### src/rtl/tdc_pkg.sv
// Shared TDC types and defaults used by the popcount statistics block.
package tdc_pkg;

    localparam int N_DEF   = 64;
    localparam int N_O_DEF = $clog2(N_DEF);

    typedef enum logic [1:0] {
        IDLE,
        ACCUM,
        DONE
    } stats_state_t;

    function automatic logic [15:0] clamp_hw(input logic [15:0] v,
                                             input logic [15:0] n);
        return (v > n) ? n : v;
    endfunction

endpackage

### src/rtl/tdc_minmax_acc.sv
// Running sum/min/max slice; exposes next-state values so the caller
// can capture results on the same edge as the final update.
module tdc_minmax_acc #(
    parameter int OW = 7,
    parameter int SW = 15
) (
    input  logic          clk,
    input  logic          rst_n,
    input  logic          clr,
    input  logic          upd,
    input  logic [OW-1:0] s,
    output logic [SW-1:0] sum_nxt,
    output logic [OW-1:0] min_nxt,
    output logic [OW-1:0] max_nxt
);

    logic [SW-1:0] sum;
    logic [OW-1:0] min;
    logic [OW-1:0] max;

    assign sum_nxt = sum + SW'(s);
    assign min_nxt = (s < min) ? s : min;
    assign max_nxt = (s > max) ? s : max;

    always_ff @(posedge clk or negedge rst_n) begin
        if (!rst_n) begin
            sum <= '0;
            min <= '1;
            max <= '0;
        end else if (clr) begin
            sum <= '0;
            min <= '1;
            max <= '0;
        end else if (upd) begin
            sum <= sum_nxt;
            min <= min_nxt;
            max <= max_nxt;
        end
    end

endmodule

### src/rtl/tdc_hw_stats.sv
// Accumulates 2^LOG2_SAMPLES TDC popcount samples into sum/mean/min/max,
// holding the result under a valid/ready handshake.
module tdc_hw_stats
    import tdc_pkg::*;
#(
    parameter int N            = N_DEF,
    parameter int N_O          = $clog2(N),
    parameter int LOG2_SAMPLES = 8
) (
    input  logic                        clk,
    input  logic                        rst_n,
    input  logic                        en,
    input  logic                        start,
    input  logic                        hw_valid,
    input  logic [N_O:0]                hw,
    output logic                        busy,
    output logic                        res_valid,
    input  logic                        res_ready,
    output logic [N_O+LOG2_SAMPLES:0]   res_sum,
    output logic [N_O:0]                res_mean,
    output logic [N_O:0]                res_min,
    output logic [N_O:0]                res_max,
    output logic                        overrange
);

    localparam int OW = N_O + 1;
    localparam int SW = OW + LOG2_SAMPLES;

    stats_state_t            state;
    logic [LOG2_SAMPLES-1:0] cnt;
    logic [OW-1:0]           s;
    logic                    over;
    logic                    go;
    logic                    clr;
    logic                    upd;
    logic                    last;
    logic [SW-1:0]           sum_nxt;
    logic [OW-1:0]           min_nxt;
    logic [OW-1:0]           max_nxt;

    assign s    = OW'(clamp_hw(16'(hw), 16'(N)));
    assign over = 16'(hw) > 16'(N);
    assign go   = start & en;
    assign last = &cnt;
    assign upd  = (state == ACCUM) & en & hw_valid;
    assign clr  = go & ((state == IDLE) |
                        ((state == DONE) & res_ready));

    tdc_minmax_acc #(
        .OW(OW),
        .SW(SW)
    ) u_acc (
        .clk     (clk),
        .rst_n   (rst_n),
        .clr     (clr),
        .upd     (upd),
        .s       (s),
        .sum_nxt (sum_nxt),
        .min_nxt (min_nxt),
        .max_nxt (max_nxt)
    );

    always_ff @(posedge clk or negedge rst_n) begin
        if (!rst_n) begin
            state     <= IDLE;
            cnt       <= '0;
            busy      <= 1'b0;
            res_valid <= 1'b0;
            res_sum   <= '0;
            res_mean  <= '0;
            res_min   <= '0;
            res_max   <= '0;
            overrange <= 1'b0;
        end else begin
            unique case (state)
                IDLE: begin
                    if (go) begin
                        state     <= ACCUM;
                        busy      <= 1'b1;
                        cnt       <= '0;
                        overrange <= 1'b0;
                    end
                end
                ACCUM: begin
                    if (!en) begin
                        state     <= IDLE;
                        busy      <= 1'b0;
                        overrange <= 1'b0;
                    end else if (hw_valid) begin
                        overrange <= overrange | over;
                        if (last) begin
                            state     <= DONE;
                            busy      <= 1'b0;
                            res_valid <= 1'b1;
                            res_sum   <= sum_nxt;
                            res_mean  <= OW'(sum_nxt >> LOG2_SAMPLES);
                            res_min   <= min_nxt;
                            res_max   <= max_nxt;
                        end else begin
                            cnt <= cnt + LOG2_SAMPLES'(1);
                        end
                    end
                end
                DONE: begin
                    // en low here keeps the result until it is read out
                    if (res_ready) begin
                        res_valid <= 1'b0;
                        if (go) begin
                            state     <= ACCUM;
                            busy      <= 1'b1;
                            cnt       <= '0;
                            overrange <= 1'b0;
                        end else begin
                            state <= IDLE;
                        end
                    end
                end
                default: state <= IDLE;
            endcase
        end
    end

endmodule

### config.mk
export PLATFORM = sky130hd
export DESIGN_NAME = tdc_hw_stats
export DESIGN_NICKNAME = d
export VERILOG_FILES = /design/src/rtl/tdc_pkg.sv /design/src/rtl/tdc_minmax_acc.sv /design/src/rtl/tdc_hw_stats.sv
export SDC_FILE = /design/constraint.sdc
export NUM_CORES = 1
export LEC_CHECK = 0
export CAP_MARGIN = 10
export CORE_MARGIN = 2
export CORE_UTILIZATION = 60
export CTS_CLUSTER_DIAMETER = 60
export DETAILED_ROUTE_END_ITERATION = 16
export DONT_BUFFER_PORTS = 1
export GPL_TIMING_DRIVEN = 1
export PLACE_DENSITY = 0.8
export SETUP_SLACK_MARGIN = 0.15
export SKIP_CTS_REPAIR_TIMING = 1
export SYNTH_ARGS = -nofsm -noshare
export SYNTH_HDL_FRONTEND = slang
export SYNTH_SLANG_ARGS = --single-unit
### constraint.sdc
create_clock -name clk -period 3.3 [get_ports clk]
set_input_delay 0.66 -clock clk [delete_from_list [all_inputs] [get_ports clk]]
set_output_delay 0.66 -clock clk [all_outputs]
set_load 0.005 [all_outputs]
* Yosys cells after proc, flatten, opt, wreduce, memory -nomap -nowiden
Index checks and enable logic that the tools add are counted.
** Word-level totals
- Register bits :: 78
- Bits in latches :: 0
- RAM bits :: 0
- Bits in read-only memories :: 0
- Output and inout port bits :: 39
- Logic and storage cells :: 83
- Memories :: 0
** Operators by class
- Add/sub/neg operators :: 2
- Multiply operators :: 0
- Div/mod/pow operators :: 0
- Magnitude comparators :: 3
- Equality and inequality tests :: 10
- Shifts and indexed selects :: 0
- Multiplexer cells :: 38
- Bitwise gates (word level) :: 7
- Reduce and logical (&&, ||, !) cells :: 11
** Operator list (number)
- two-way mux 7 bit :: 7
- two-way mux 8 bit :: 5
- two-way mux 15 bit :: 2
- case mux 8 bit (3 select lines) :: 1
- adder 15 x 7 -> 15 bit :: 1
- two-way mux 1 bit :: 14
- != test 2 bit (second input constant) :: 6
- AND reduction 11 bit :: 1
- two-way mux 2 bit :: 5
- AND reduction 5 bit :: 2
- adder 8 x 1 -> 8 bit (second input constant) :: 1
- AND reduction 4 bit :: 2
- AND reduction 8 bit :: 1
- greater-than comparator 7 bit :: 1
- greater-than comparator 7 bit (second input constant) :: 1
- < comparator 7 bit :: 1
- != test 3 bit (second input constant) :: 2
- case mux 1 bit (3 select lines) :: 2
- case mux 2 bit (3 select lines) :: 1
- AND 1 bit :: 5
- nonzero test 2 bit :: 2
- AND reduction 3 bit :: 1
- nonzero test 3 bit :: 1
- equality test 2 x 1 -> 1 bit (second input constant) :: 1
- other kinds (4) :: 5

* Depth between registers and ports, before layout
- Depth after elaboration :: 6
- Mapped depth :: 10

* Cells and area by module
Synthesis repeated with hierarchy kept, for this count alone.
** Unflattened totals
- Cell total of the unflattened synthesis :: 390
- Area, all modules :: 4176.5 um^2
** By module, submodules not included
- tdc_minmax_acc :: instances 1, cells an instance 237, area each 2227.1 um^2, seq. area each 734.5 um^2
- tdc_hw_stats :: instances 1, cells an instance 153, area each 1949.4 um^2, seq. area each 1051.0 um^2

* Least setup slack after synthesis
OpenSTA, ideal clock, no wires.
- Path kind :: input -> register
- Start point :: in hw[6]
- End point :: reg u_acc.max[0]
- Setup time :: 0.121 ns
- Arrival :: 2.568 ns
- Path slack :: 0.611 ns
- Stages :: 8
- Path buffers :: 1
- Path through :: clkbuf_1 -> nor2b_1 -> ha_1 -> a211oi_1 -> nor2_1 -> o31ai_4 -> nor2_1 -> a22o_1
** Between the ends
- Longest elaborated chain between the ends :: 6
** Ends and longest elaborated chain
- from (decl) :: RTL line tdc_hw_stats.sv:15 : input logic [N_O:0] hw,
- greater-than comparator 7 bit :: RTL line tdc_pkg.sv:15 : return (v > n) ? n : v;
- two-way mux 7 bit * :: RTL line tdc_pkg.sv:15
- greater-than comparator 7 bit :: RTL line tdc_minmax_acc.sv:23 : assign max_nxt = (s > max) ? s : max;
- two-way mux 7 bit * :: RTL line tdc_minmax_acc.sv:23
- two-way mux 7 bit * :: RTL line tdc_minmax_acc.sv:34 : end else if (upd) begin
- two-way mux 7 bit * :: RTL line tdc_minmax_acc.sv:30 : end else if (clr) begin
- to (signal assigned) :: RTL line tdc_minmax_acc.sv:37 : max <= max_nxt;
- to (decl) :: RTL line tdc_minmax_acc.sv:19 : logic [OW-1:0] max;
Every way passes the cells marked *; elsewhere a longest branch is shown, timed or not. The select of a mux whose other input is x is not followed.
A chain may end at the register's enable or synchronous reset.

* Final worst setup path
- Start point :: in hw[6]
- End point :: reg u_acc.sum[12]
** Between the ends
- Longest elaborated chain between the ends :: 5
** Ends and longest elaborated chain
- greater-than comparator 7 bit :: RTL line tdc_pkg.sv:15
- two-way mux 7 bit * :: RTL line tdc_pkg.sv:15
- adder 15 x 7 -> 15 bit * :: RTL line tdc_minmax_acc.sv:21 : assign sum_nxt = sum + SW'(s);
- two-way mux 15 bit * :: RTL line tdc_minmax_acc.sv:34
- two-way mux 15 bit * :: RTL line tdc_minmax_acc.sv:30
- to (signal assigned) :: RTL line tdc_minmax_acc.sv:35 : sum <= sum_nxt;
- to (decl) :: RTL line tdc_minmax_acc.sv:17 : logic [SW-1:0] sum;
Marks and branches as above.

==> run metrics <==
area growth from synthesis to layout=5.93%; Sequential Power Share=0.496; DP HPWL=6070 microns; DIE WIDTH=86.2 microns; die area=between 7000 and 8000 sq um; post-synth top area cell=dfrtp_1; most used routing layer in global routing=met2; global-route wire length before repair=14,500 microns; Final #Nets=between 400 and 500; Worst EP arrival=2780 ps; Hold WS=145 ps; part of the power in the clock network=0.336; vias in the first global route=3,031; worst-margin pin slew=748 ps; CTS Buf Count=9; Worst Path Buf+Inv=2; Routed wire per std cell=18.1 microns; Worst EP required=~3500 ps; startpoint types=primary input; final clock skew=around 4.6 ps; Post-synth top flop=dfrtp_1; Initial DRC Count=121; crit path kind=primary input to flip-flop; Routed Antenna Nets=0; H-tree Lvls=3; largest net degree at the start of global routing=72; fillers=between 400 and 500; core area=approximately 6500 sq um; P_sw=0.550 mW; Final Instance Count excl. Fillers=481; drt first pass iters=4; Pwr per Cell Area=around 450 nW/um^2; slowest stage cell, crit path=fa_1; # diodes=0; Mapped Nets=436; register clock-pin slew on the reported worst setup and hold paths=70 ps; I/O Pins=52; grt met1 use=0.349; finished layout cell area=~4300 sq um; share of layout cells above drive strength 1=0.141; placed instance area=4080 sq um; row count=29; Slew HR=0.502; root buf cell=clkbuf_8; most used cell, CP=inv_1; initial antenna violation count=0; Min-Delay Path Class=primary input to async pin; synthesized area=4050 sq um; worst-path cell chain=nand2b_2 -> inv_1 -> ha_1 -> inv_1 -> fa_1 -> nor2b_1 -> o31ai_4 -> a211oi_1 -> o21ai_1 -> mux2_2; GP Congestion=approximately 0.9; CP delay by family, top=adder cells; sequential area share after synthesis=0.440; total wire length=between 8000 and 9000 microns; met3 Use GR=0.0438; PortBufs=0; Pint=1.40 mW; die height=between 80 and 90 microns; RSZ-0062 raised after global routing=no; fmax=0.394 GHz; DR vias=~3,000; flops & latches, synth=71; Clk Latency, worst-skew pair=350 ps; worst-path maximum fanout=14; Post-synth EDFFs=0; deepest clock path buffer count=2; fin crit period=2540 ps; Final Hold Viols=0; CTS tree=done; Max Cap Viol=0; Synth warnings=0; Mapped Cells=401; post-synth cell types=66; met2 usage=0.376; setup TNS=0 ps; Setup crit end kind=flip-flop; Lkg Pwr=~1.9 nW; Mean Syn Cell Area=around 10 sq um; run status=complete, no violations; switch share=0.282; ranking of synthesized cells by area=dfrtp_1 (40%), ha_1 (6.5%), dfstp_2 (4.5%), nand2_1 (4.1%), o21ai_0 (3.3%); Comb power frac=0.169; mean number of vias per cell=around 6.3; Slew Viols, Final=0; max incr delay on CP=400 ps; period utilisation layout=0.770; Initial Utilization=0.628; Synth top area share=0.395; Finish-stage setup viols=0; DRC viols=0; Global Route Usage Sum=0.251; placed cell count=464; CTS sink cnt=71; Synth async-reset ratio=1.00; global route overflow=0; peak supply drop=roughly 0.25 mV
## power groups by stage
stage | logic (mW) | clock network, mW | registers (mW)
final | 0.329 | 0.654 | 0.966
after global routing | 0.374 | 0.699 | 0.970
after CTS | 0.308 | 0.670 | 0.964
after detailed placement | 0.307 | 0 | 0.980
after global placement | 0.294 | 0 | 0.979
after floorplan | 0.246 | 0 | 0.969
## layer usage
layer | part of all wire | up-vias
met4 | 0.033 | 0
met2 | 0.45 | 86
met3 | 0.055 | 24
met5 | 0 | -
li1 | - | 1444
met1 | 0.46 | 1473
## cell usage after synthesis, drive strengths merged, types with 2 or more instances
| master | count |
|---|---|
| a211oi | 6 |
| a21o | 3 |
| a21oi | 15 |
| a221o | 6 |
| a22o | 7 |
| and2 | 3 |
| and3 | 3 |
| buf | 13 |
| clkbuf | 7 |
| dfrtp | 64 |
| dfstp | 7 |
| ha | 21 |
| inv | 23 |
| mux2 | 6 |
| mux2i | 9 |
| nand2 | 45 |
| nand2b | 2 |
| nand3 | 20 |
| nand3b | 3 |
| nand4 | 6 |
| nor2 | 18 |
| nor2b | 11 |
| nor3 | 6 |
| nor4 | 3 |
| o211ai | 4 |
| o21ai | 42 |
| o311ai | 2 |
| o31ai | 8 |
| o41ai | 2 |
| or2 | 2 |
| or3 | 2 |
| xnor2 | 8 |
| xor2 | 7 |
## state kept, by name, summed over array words and instances, names as in the netlist, 2 cells and up
name	count
u_acc.min	7
state	2
u_acc.max	7
u_acc.sum	15
res_max	7
res_sum	15
res_min	7
cnt	8
## final cells by class
cell class	count	area, sq um	share of cell area
Clock buffer	11	131	0.0306
Clock inverter	4	47.5	0.0111
Inverter	23	86.3	0.0201
Multi-Input combinational cell	287	2060	0.481
Sequential cell	71	1790	0.416
Tap cell	77	96.3	0.0224
Timing Repair Buffer	8	82.6	0.0192
## cell usage in the layout, fill, tap and decap left out, types with 4 or more instances in the layout
cell / synthesis / final
nor2_1: 18 / 18
a21oi_1: 14 / 14
o21ai_0: 27 / 27
nand2_1: 44 / 44
buf_4: 8 / 6
mux2_2: 5 / 5
mux2i_1: 9 / 9
o31ai_1: 4 / 4
xnor2_1: 8 / 8
nand3_1: 16 / 16
clkbuf_8: 0 / 9
o21ai_1: 15 / 15
nand4_1: 6 / 6
inv_1: 23 / 23
dfrtp_1: 64 / 64
a22o_1: 7 / 7
nor2b_1: 11 / 11
a221o_1: 6 / 6
ha_1: 21 / 21
dfstp_2: 7 / 7
xor2_1: 7 / 7
## final timing paths
check                           start             to  slack [ps]  cells after the start
setup / recovery                hw[6]  u_acc.sum[12]         760                     10
hold / removal                  rst_n   u_acc.min[2]         150                      0
setup reg to reg               cnt[0]     res_min[5]        1020                      6
hold reg to reg            res_sum[4]     res_sum[4]         500                      2
max in group asynchronous       rst_n     res_max[0]        2300                      1
min in group clk            res_ready       state[1]         380                      1
## metrics by stage
stage | setup WS, ps | power (mW) | utilization
after detailed placement | 403 | 1.29 | 0.631
after CTS | 768 | 1.94 | 0.659
after global placement | 447 | 1.27 | 0.631
after global routing | 548 | 2.04 | 0.665
after floorplan | 611 | 1.21 | -
final | 760 | 1.95 | 0.665
## cell families after synthesis
| kind of cell | count (synthesis) | share of synthesized area |
|---|---|---|
| and+or+nand+nor | 129 | 0.173 |
| muxes | 15 | 0.0389 |
| buffers and inverters | 43 | 0.0503 |
| adders and majority gates | 22 | 0.0698 |
| xor gates and xnor gates | 15 | 0.0324 |
| DFF | 71 | 0.440 |
| AOI/OAI and AO/OA | 106 | 0.195 |
(Power assumes the default switching activity.)
